$ cat src/rtl/fetch_sequencer_pkg.sv
// fetch_seq_pkg
// Shared definitions for the fetch sequencer: FSM state encodings, next-PC
// source encodings, vector-table slot indices and the default vector-table
// base address. Imported by the interface, the trap_pending sub-module and
// the fetch_sequencer top.
// Ports: none (package).
package fetch_seq_pkg;

  // FSM states. 2'b11 is unused and recovers to LOOKUP of the reset slot.
  typedef enum logic [1:0] {
    ST_RUN     = 2'b00,
    ST_TRAP    = 2'b01,
    ST_LOOKUP  = 2'b10,
    ST_ILLEGAL = 2'b11
  } fetch_state_e;

  // Next-PC mux select seen by the PC register.
  typedef enum logic [1:0] {
    PCSRC_SEQ = 2'b00,
    PCSRC_BR  = 2'b01,
    PCSRC_VEC = 2'b10,
    PCSRC_EPC = 2'b11
  } pc_src_e;

  typedef logic [1:0] slot_t;

  // Vector-table slots; the slot index doubles as the trap cause code.
  localparam slot_t SLOT_RESET = 2'd0;
  localparam slot_t SLOT_EXPT1 = 2'd1;
  localparam slot_t SLOT_EXPT2 = 2'd2;
  localparam slot_t SLOT_INT   = 2'd3;

  localparam logic [31:0] VEC_BASE_DEFAULT = 32'h0000_0000;

  // Byte address of vector-table slot s (one 32-bit word per slot).
  function automatic logic [31:0] slot_addr(input logic [31:0] base, input slot_t s);
    return base + {28'd0, s, 2'b00};
  endfunction

endpackage

$ cat src/rtl/fetch_sequencer_if.sv
// fetch_sequencer_if
// Bundles the event inputs and fetch-control outputs of the fetch sequencer.
// Modports:
//   master - the pipeline side: drives int_req, expt1, expt2, eret, stall,
//            branch_taken, pc; observes the control outputs.
//   slave  - the fetch sequencer: consumes the events and drives pc_src,
//            pc_we, imem_addr_sel, vec_addr, flush, epc, int_ack, cause, state.
interface fetch_sequencer_if;
  import fetch_seq_pkg::*;

  logic         int_req;
  logic         expt1;
  logic         expt2;
  logic         eret;
  logic         stall;
  logic         branch_taken;
  logic [31:0]  pc;

  pc_src_e      pc_src;
  logic         pc_we;
  logic         imem_addr_sel;
  logic [31:0]  vec_addr;
  logic         flush;
  logic [31:0]  epc;
  logic         int_ack;
  logic [1:0]   cause;
  fetch_state_e state;

  modport master (
    output int_req, expt1, expt2, eret, stall, branch_taken, pc,
    input  pc_src, pc_we, imem_addr_sel, vec_addr, flush, epc, int_ack, cause, state
  );

  modport slave (
    input  int_req, expt1, expt2, eret, stall, branch_taken, pc,
    output pc_src, pc_we, imem_addr_sel, vec_addr, flush, epc, int_ack, cause, state
  );

endinterface

$ cat src/rtl/fetch_sequencer_trap_pending.sv
// trap_pending
// Holds the pending flags for the two exception pulses and resolves the
// fixed-priority trap source (expt1 > expt2 > interrupt).
// Ports:
//   clk, rst        - clock, asynchronous active-low reset
//   expt1_i/expt2_i - exception pulses
//   int_req_i       - level interrupt request
//   in_handler_i    - masks the interrupt while a handler runs
//   clr_expt1_i/clr_expt2_i - clear the flag of the source being taken
//   trap_valid_o    - some trap source is present
//   trap_slot_o     - vector slot of the winning source (SLOT_RESET if none)
module trap_pending (
  input  logic                clk,
  input  logic                rst,
  input  logic                expt1_i,
  input  logic                expt2_i,
  input  logic                int_req_i,
  input  logic                in_handler_i,
  input  logic                clr_expt1_i,
  input  logic                clr_expt2_i,
  output logic                trap_valid_o,
  output fetch_seq_pkg::slot_t trap_slot_o
);
  import fetch_seq_pkg::*;

  logic pend1_q, pend1_d;
  logic pend2_q, pend2_d;
  logic expt1_src, expt2_src, int_src;

  // A pulse counts the cycle it arrives and afterwards through its flag.
  // Exceptions are never masked; the interrupt is masked inside a handler.
  always_comb begin
    expt1_src = expt1_i | pend1_q;
    expt2_src = expt2_i | pend2_q;
    int_src   = int_req_i & ~in_handler_i;
  end

  // Fixed-priority encoder.
  always_comb begin
    trap_valid_o = expt1_src | expt2_src | int_src;
    trap_slot_o  = SLOT_RESET;
    if (expt1_src) begin
      trap_slot_o = SLOT_EXPT1;
    end else if (expt2_src) begin
      trap_slot_o = SLOT_EXPT2;
    end else if (int_src) begin
      trap_slot_o = SLOT_INT;
    end
  end

  // Every pulse is remembered unless its source is the one being taken
  // this cycle. That covers pulses arriving in TRAP/LOOKUP and a losing
  // exception in a RUN cycle that takes another trap.
  always_comb begin
    pend1_d = (pend1_q | expt1_i) & ~clr_expt1_i;
    pend2_d = (pend2_q | expt2_i) & ~clr_expt2_i;
  end

  always_ff @(posedge clk or negedge rst) begin
    if (!rst) begin
      pend1_q <= 1'b0;
      pend2_q <= 1'b0;
    end else begin
      pend1_q <= pend1_d;
      pend2_q <= pend2_d;
    end
  end

endmodule

$ cat src/rtl/fetch_sequencer.sv
// fetch_sequencer
// Owns all fetch-stage control: next-PC source selection, the reset-vector
// lookup after reset, and trap entry (EPC capture, flush, vector lookup)
// for exceptions and interrupts.
// Ports:
//   clk  - clock
//   rst  - asynchronous, active-low reset
//   bus  - fetch_sequencer_if.slave: int_req, expt1, expt2, eret, stall,
//          branch_taken, pc in; pc_src, pc_we, imem_addr_sel, vec_addr,
//          flush, epc, int_ack, cause, state out
// Parameter:
//   VEC_BASE - byte address of the vector table (slot n at VEC_BASE + 4n)
// Build option:
//   FETCH_SEQ_CAUSE_EN - when defined, cause is a register loaded with the
//   taken slot on trap entry; otherwise cause is tied to 2'b00.
module fetch_sequencer #(
  parameter logic [31:0] VEC_BASE = fetch_seq_pkg::VEC_BASE_DEFAULT
) (
  input  logic               clk,
  input  logic               rst,
  fetch_sequencer_if.slave   bus
);
  import fetch_seq_pkg::*;

  fetch_state_e state_q, state_d;
  slot_t        slot_q, slot_d;
  logic [31:0]  epc_q, epc_d;
  logic         in_handler_q, in_handler_d;

  logic         trap_valid;
  slot_t        trap_slot;
  logic         take_trap;
  logic         clr_expt1, clr_expt2;

  pc_src_e      pc_src;
  logic         pc_we;
  logic         flush;
  logic         imem_addr_sel;
  logic         int_ack;

  trap_pending u_trap_pending (
    .clk          (clk),
    .rst          (rst),
    .expt1_i      (bus.expt1),
    .expt2_i      (bus.expt2),
    .int_req_i    (bus.int_req),
    .in_handler_i (in_handler_q),
    .clr_expt1_i  (clr_expt1),
    .clr_expt2_i  (clr_expt2),
    .trap_valid_o (trap_valid),
    .trap_slot_o  (trap_slot)
  );

  // A trap is only accepted in RUN; elsewhere sources just accumulate.
  always_comb begin
    take_trap = (state_q == ST_RUN) && trap_valid;
    clr_expt1 = take_trap && (trap_slot == SLOT_EXPT1);
    clr_expt2 = take_trap && (trap_slot == SLOT_EXPT2);
  end

  // Next-state and output logic. In RUN the trap check comes first so it
  // overrides stall, branch and eret in the same cycle.
  always_comb begin
    state_d       = state_q;
    slot_d        = slot_q;
    epc_d         = epc_q;
    in_handler_d  = in_handler_q;
    pc_src        = PCSRC_SEQ;
    pc_we         = 1'b0;
    flush         = 1'b0;
    imem_addr_sel = 1'b0;
    int_ack       = 1'b0;

    case (state_q)
      ST_LOOKUP: begin
        imem_addr_sel = 1'b1;
        pc_src        = PCSRC_VEC;
        pc_we         = 1'b1;
        flush         = 1'b1;
        state_d       = ST_RUN;
      end

      ST_RUN: begin
        if (trap_valid) begin
          flush        = 1'b1;
          epc_d        = bus.pc;
          slot_d       = trap_slot;
          in_handler_d = 1'b1;
          int_ack      = (trap_slot == SLOT_INT);
          state_d      = ST_TRAP;
        end else if (bus.eret && !bus.stall) begin
          pc_src       = PCSRC_EPC;
          pc_we        = 1'b1;
          flush        = 1'b1;
          in_handler_d = 1'b0;
        end else if (bus.stall) begin
          pc_we = 1'b0;
        end else if (bus.branch_taken) begin
          pc_src = PCSRC_BR;
          pc_we  = 1'b1;
          flush  = 1'b1;
        end else begin
          pc_we = 1'b1;
        end
      end

      ST_TRAP: begin
        flush   = 1'b1;
        state_d = ST_LOOKUP;
      end

      // The unused encoding restarts from the reset vector.
      default: begin
        flush   = 1'b1;
        slot_d  = SLOT_RESET;
        state_d = ST_LOOKUP;
      end
    endcase
  end

  // Control state register; reset starts with the reset-vector lookup.
  always_ff @(posedge clk or negedge rst) begin
    if (!rst) begin
      state_q      <= ST_LOOKUP;
      slot_q       <= SLOT_RESET;
      epc_q        <= 32'd0;
      in_handler_q <= 1'b0;
    end else begin
      state_q      <= state_d;
      slot_q       <= slot_d;
      epc_q        <= epc_d;
      in_handler_q <= in_handler_d;
    end
  end

`ifdef FETCH_SEQ_CAUSE_EN
  logic [1:0] cause_q;

  // Slot index equals the cause code; held until the next trap entry.
  always_ff @(posedge clk or negedge rst) begin
    if (!rst) begin
      cause_q <= 2'b00;
    end else if (take_trap) begin
      cause_q <= trap_slot;
    end
  end

  assign bus.cause = cause_q;
`else
  assign bus.cause = 2'b00;
`endif

  assign bus.pc_src        = pc_src;
  assign bus.pc_we         = pc_we;
  assign bus.flush         = flush;
  assign bus.imem_addr_sel = imem_addr_sel;
  assign bus.int_ack       = int_ack;
  assign bus.vec_addr      = slot_addr(VEC_BASE, slot_q);
  assign bus.epc           = epc_q;
  assign bus.state         = state_q;

endmodule
$ cat src/flat_wrapper.sv
// flat-port wrapper written by rule: the top's interface ports become plain ports
module fetch_sequencer_flat import fetch_seq_pkg::*;
#(
  parameter logic [31:0] VEC_BASE = fetch_seq_pkg::VEC_BASE_DEFAULT
)
  (clk, rst, bus_int_req, bus_expt1, bus_expt2, bus_eret, bus_stall, bus_branch_taken, bus_pc, bus_pc_src, bus_pc_we, bus_imem_addr_sel, bus_vec_addr, bus_flush, bus_epc, bus_int_ack, bus_cause, bus_state);
  fetch_sequencer_if bus_i ();
  input  logic clk;
  input  logic rst;
  input wire logic [$bits(bus_i.int_req)-1:0] bus_int_req;
  input wire logic [$bits(bus_i.expt1)-1:0] bus_expt1;
  input wire logic [$bits(bus_i.expt2)-1:0] bus_expt2;
  input wire logic [$bits(bus_i.eret)-1:0] bus_eret;
  input wire logic [$bits(bus_i.stall)-1:0] bus_stall;
  input wire logic [$bits(bus_i.branch_taken)-1:0] bus_branch_taken;
  input wire logic [$bits(bus_i.pc)-1:0] bus_pc;
  output wire logic [$bits(bus_i.pc_src)-1:0] bus_pc_src;
  output wire logic [$bits(bus_i.pc_we)-1:0] bus_pc_we;
  output wire logic [$bits(bus_i.imem_addr_sel)-1:0] bus_imem_addr_sel;
  output wire logic [$bits(bus_i.vec_addr)-1:0] bus_vec_addr;
  output wire logic [$bits(bus_i.flush)-1:0] bus_flush;
  output wire logic [$bits(bus_i.epc)-1:0] bus_epc;
  output wire logic [$bits(bus_i.int_ack)-1:0] bus_int_ack;
  output wire logic [$bits(bus_i.cause)-1:0] bus_cause;
  output wire logic [$bits(bus_i.state)-1:0] bus_state;
  assign bus_i.int_req = bus_int_req;
  assign bus_i.expt1 = bus_expt1;
  assign bus_i.expt2 = bus_expt2;
  assign bus_i.eret = bus_eret;
  assign bus_i.stall = bus_stall;
  assign bus_i.branch_taken = bus_branch_taken;
  assign bus_i.pc = bus_pc;
  assign bus_pc_src = bus_i.pc_src;
  assign bus_pc_we = bus_i.pc_we;
  assign bus_imem_addr_sel = bus_i.imem_addr_sel;
  assign bus_vec_addr = bus_i.vec_addr;
  assign bus_flush = bus_i.flush;
  assign bus_epc = bus_i.epc;
  assign bus_int_ack = bus_i.int_ack;
  assign bus_cause = bus_i.cause;
  assign bus_state = bus_i.state;
  fetch_sequencer #(.VEC_BASE(VEC_BASE)) u_core (.clk(clk), .rst(rst), .bus(bus_i));
endmodule
$ cat config.mk
export PLATFORM = sky130hd
export DESIGN_NAME = fetch_sequencer_flat
export DESIGN_NICKNAME = d
export VERILOG_FILES = /design/src/rtl/fetch_sequencer_pkg.sv /design/src/rtl/fetch_sequencer_if.sv /design/src/rtl/fetch_sequencer_trap_pending.sv /design/src/rtl/fetch_sequencer.sv /design/src/flat_wrapper.sv
export SDC_FILE = /design/constraint.sdc
export NUM_CORES = 1
export LEC_CHECK = 0
export CAP_MARGIN = 10
export CELL_PAD_IN_SITES_DETAIL_PLACEMENT = 1
export CELL_PAD_IN_SITES_GLOBAL_PLACEMENT = 1
export CORE_ASPECT_RATIO = 2
export CORE_MARGIN = 2
export CORE_UTILIZATION = 26
export CTS_CLUSTER_SIZE = 12
export DETAILED_ROUTE_END_ITERATION = 12
export GPL_TIMING_DRIVEN = 0
export PLACE_DENSITY = 0.88
export SLEW_MARGIN = 20
export SYNTH_ARGS = -nofsm -noshare
export SYNTH_HDL_FRONTEND = slang
export SYNTH_HIERARCHICAL = 1
export SYNTH_SLANG_ARGS = --single-unit
export TNS_END_PERCENT = 100
$ cat constraint.sdc
create_clock -name clk -period 1.5 [get_ports clk]
set_input_delay 0.3 -clock clk [delete_from_list [all_inputs] [get_ports clk]]
set_output_delay 0.3 -clock clk [all_outputs]
set_load 0.005 [all_outputs]
# Word level (Yosys, flattened, before mapping)
# Cells that the tools add are included.
dict set report word_totals {
  register_bits 39
  latch_bits 0
  mem_bits_rw 0
  rom_bits 0
  word_cells 60
  memories 0
}
dict set report op_classes {
  n_addsub 0
  mul 0
  div 0
  magnitude_cmp 0
  n_eq_ne 6
  n_shift 0
  muxes 26
  bitwise 11
  n_reduce_logical 11
}
# cell count
set ops {}
lappend ops {{2-to-1 mux 2 bit} 8}
lappend ops {{2-to-1 mux 1 bit} 14}
lappend ops {{one-hot mux 2 bit (2 select lines)} 3}
lappend ops {{equality test 2 bit (second input constant)} 3}
lappend ops {{AND reduction 2 bit} 3}
lappend ops {{equality test 2 x 1 -> 1 bit (second input constant)} 2}
lappend ops {{logical AND 1 bit} 4}
lappend ops {{inverter 1 bit} 4}
lappend ops {{bitwise OR 1 bit} 4}
lappend ops {{bitwise AND 1 bit} 3}
lappend ops {{logical NOT 2 bit} 1}
lappend ops {{!= test 2 x 1 -> 1 bit (second input constant)} 1}
lappend ops {{one-hot mux 1 bit (2 select lines)} 1}
lappend ops {{nonzero test 2 bit} 1}
lappend ops {{OR reduction 2 bit} 1}
lappend ops {{logical NOT 1 bit} 1}

# Logic depth before layout (Yosys ltp)
dict set report depth {
  depth_word 9
  depth_mapped 7
  depth_no_buf 5
}

# Cells and area by module
# The synthesis kept the hierarchy.
# mod instances cells_each area_each_um2
set modules_own_cells {}
lappend modules_own_cells {fetch_sequencer 1 133 1859.3}
lappend modules_own_cells {trap_pending 1 10 115.1}

# Least setup slack after synthesis
# Ideal clock, no wire load.
dict set report synth_path {
  path_type {reg2out}
  from {register u_core.state_q[1] (netlist: u_core/bus.state[1])}
  to {output bus_pc_we}
  arrival_ps 1323
  setup_slack_ps -123
  path_stages_with_launch 6
  n_path_buf 1
  cell_sequence {dfstp_2 -> inv_1 -> ha_1 -> buf_2 -> nor3b_1 -> or2_2}
}
dict set report synth_between {
  elab_chain_cells 2
  elab_cells_between_ends 3
}
# item line
set synth_rtl {}
lappend synth_rtl {{start, declared} fetch_sequencer.sv:25} ;# fetch_state_e state_q, state_d;
lappend synth_rtl {{start signal, assigned} fetch_sequencer.sv:129} ;# state_q <= state_d;
lappend synth_rtl {{equality test 2 bit or logical NOT 2 bit (tied branches)} fetch_sequencer.sv:74} ;# case (state_q)
lappend synth_rtl {{one-hot mux 1 bit (2 select lines) (*)} fetch_sequencer.sv:74}
lappend synth_rtl {{end, declared} flat_wrapper.sv:18} ;# output wire logic [$bits(bus_i.pc_we)-1:0] bus_pc_we;
# Every way passes the cells marked *; elsewhere a longest branch is shown, timed or not.

# Final worst setup path
# Same ends and word-level chain as after synthesis.

==> flow_metrics.env <==
export IMPL_status="finished, violations left"
export IMPL_violations="setup timing"
export IMPL_powerDensity_nw_per_um2=1980
export IMPL_die_x_microns=65.6
export IMPL_reg2reg_depth=8
export IMPL_clock_fmax_mhz=546
export IMPL_die_height_microns=127
export IMPL_cp_max_fo=2
export IMPL_seqPwrFrac_pct=27.2
export IMPL_yosys_warnings=6
export IMPL_cts_buffers=5
export IMPL_period_share_pct=122
export IMPL_nFillCells=784
export IMPL_setup_violations=41
export IMPL_port_buffers=81
export IMPL_power_frac_comb_pct=58.5
export IMPL_nNetsFinal=334
export IMPL_critical_path_top_delay_family="flip-flops"
export IMPL_io_pins=114
export IMPL_rsz0062_at_grt="true"
export IMPL_viasPerCell=4.05
export IMPL_setup_slack_ps=-333
export IMPL_core_area_sq_um=7490
export IMPL_worst_ir_drop_vdd_mv=0.954
export IMPL_max_cap_viol_count=0
export IMPL_swShare_pct=29.4
export IMPL_crit_type="reg -> out"
export IMPL_grt_max_degree=26
export IMPL_final_seq_area_sq_um=977
export IMPL_clk_path_buf_depth=2
export IMPL_route_detailed_drc=0
export IMPL_place_congestion=0.679
export IMPL_cts_root_buf="clkbuf_16"
export IMPL_syn_avg_cell_area_sq_um=13.8
export IMPL_met1_length_microns=2220
export IMPL_routedWlPerCell_microns=15.2
export IMPL_initial_core_util_pct=26.4
export IMPL_antenna_found_initial=0
export IMPL_cts_sinks=39
export IMPL_synth_seq_cells=39
export IMPL_layout_drive_gt1_share_pct=44.7
export IMPL_n_antenna_cell=0
export IMPL_clkTransAtPathRegs_ps=60
export IMPL_p_leak_uw=0.00180
export IMPL_fp_dieArea_sq_um=8350
export IMPL_hold_path_class="in -> async"
export IMPL_first_pass_iters=3
export IMPL_clkLatencyLatePin_ps=280
export IMPL_crit_path_start_kind="flop"
export IMPL_worstPathRequired_ps=1200
export IMPL_crit_arrival_ps=1530
export IMPL_max_stage_delay_ps=540
export IMPL_fin_cells=387
export IMPL_numPlacedInstances=350
export IMPL_multi_input_area_sq_um=957
export IMPL_hpwl_microns=3770
export IMPL_layout_commonest_cell="clkdlybuf4s50_1"
export IMPL_ys_types=32
export IMPL_grt_overflow_total=0
export IMPL_slowest_stage="dfstp_2"
export IMPL_drt_iter0_markers=49
export IMPL_path_buf_inv=2
export IMPL_area_growth_pct=84.0
export IMPL_vias=1567
export IMPL_path_cells="inv_2, ha_4, nor3b_4, or2_4, buf_6"
export IMPL_grt_pass1_vias=1661
export IMPL_place_ws_ps=-1050
export IMPL_grt_usage_pct=13.9
export IMPL_met2WireLength_microns=3120
export IMPL_wl_met3_microns=446
export IMPL_slew_viol_final=0
export IMPL_synth_cells=143
export IMPL_fin_hold_ws_ps=483
export IMPL_routed_wl_microns=5880
export IMPL_power_internal_uw=5060
export IMPL_final_setup_tns_ps=-8350
export IMPL_path_depth=5
export IMPL_switchingPower_uw=2110
export IMPL_finClkSkew_ps=3.57
export IMPL_grt_pass1_wl_microns=8890
export IMPL_ys_seq_area_share_pct=49.5
export IMPL_final_cell_mix="65 x clkdlybuf4s50_1, 46 x buf_4, 38 x dfrtp_1"
export IMPL_period_needed_ps=1830
export IMPL_hold_violations=0
export IMPL_ant_nets=0
export IMPL_total_power_uw=7170
export IMPL_cts_tree="built"
export IMPL_end_kind="primary output"
export IMPL_cts_htree_levels=2
export IMPL_highest_layer="met4"
export IMPL_syn_area_sq_um=1970
export IMPL_clkPwrFrac_pct=14.4
export IMPL_rows=45
metal layers:
metal	global-route usage, %	vias up
met4	5.15	0
met5	0	-
met3	3.79	7
met2	24.4	89
li1	-	715
met1	15.7	756
registers in the layout (all words and copies together), names as in the netlist:
name / count
u_core/in_handler_q: 1
u_core/bus.epc: 32
u_core/bus.state: 2
u_core/u_trap_pending/pend2_q: 1
u_core/u_trap_pending/pend1_q: 1
u_core/slot_q: 2
cells in the mapped netlist, drive strengths merged:
library cell	count	area, sq um
nand2b	3	26.3
o31ai	1	12.5
nand4b	1	8.76
o21bai	1	7.51
inv	4	15.0
and4	1	8.76
a21o	1	7.51
o221ai	1	8.76
a22o	1	8.76
mux2	32	462
o21a	1	7.51
o211ai	1	7.51
ha	2	25.0
a21boi	1	11.3
conb	1	3.75
or2	1	6.26
dfstp	1	26.3
nand2	3	18.8
nor3	1	5.00
o22ai	1	6.26
nor2	5	26.3
nand3	1	5.00
nand3b	1	7.51
dfrtp	38	951
buf	36	279
nor3b	3	22.5
power groups by stage:
stage	combinational (uW)	clock, uW	sequential (uW)
final	4190	1030	1950
after global routing	4460	1110	2010
after CTS	4240	1060	1940
after detailed placement	3300	0	1930
after global placement	3180	0	1900
after floorplan	1770	0	1930
kinds of logic after synthesis:
group	Yosys count	share of synthesized area (%)
buf+inv	40	14.9
simple gates	20	6.84
fa+ha+maj	2	1.27
flops	39	49.5
other cells	1	0.190
compound gates	9	3.93
mux	32	23.4
worst paths after layout:
path | start | to | slack [ps]
max reg2reg | u_core/bus.state[1]$_DFFE_PN1P_ | u_core/bus.epc[15]$_DFFE_PN0P_ | -280
min | rst | u_core/bus.epc[5]$_DFFE_PN0P_ | 480
max | u_core/bus.state[1]$_DFFE_PN1P_ | bus_pc_we | -330
max in group asynchronous | rst | u_core/bus.epc[1]$_DFFE_PN0P_ | 560
min reg2reg | u_core/bus.epc[22]$_DFFE_PN0P_ | u_core/bus.epc[22]$_DFFE_PN0P_ | 520
min in group clk | u_core/bus.epc[22]$_DFFE_PN0P_ | u_core/bus.epc[22]$_DFFE_PN0P_ | 520
cell type report:
class / count / area share, %
repair buffers: 114 / 31.9
well taps: 94 / 3.24
clock inverters: 3 / 0.551
inverters: 4 / 0.413
plain buffers: 33 / 7.17
flip-flops and latches: 39 / 26.9
multi-input cells: 95 / 26.4
clock buffers: 5 / 3.44
stage by stage:
| step | util [%] | cell area [sq um] |
|---|---|---|
| floorplan | - | 2140 |
| detailed placement | 41.1 | 3080 |
| CTS | 48.2 | 3610 |
| global placement | 40.9 | 3070 |
| finish | 48.5 | 3630 |
| global route | 48.5 | 3630 |
timing repair:
item                                   4_1_cts  5_1_grt
pin swaps                                    9        6
gates cloned                                 3        0
endpoints found under the hold margin       13        0
hold buffers                                 1        0
setup buffers                               20       11
setup endpoints to repair                   44       46
gates resized for setup                     61       20
No activity file was read; power rests on OpenSTA's default activity.
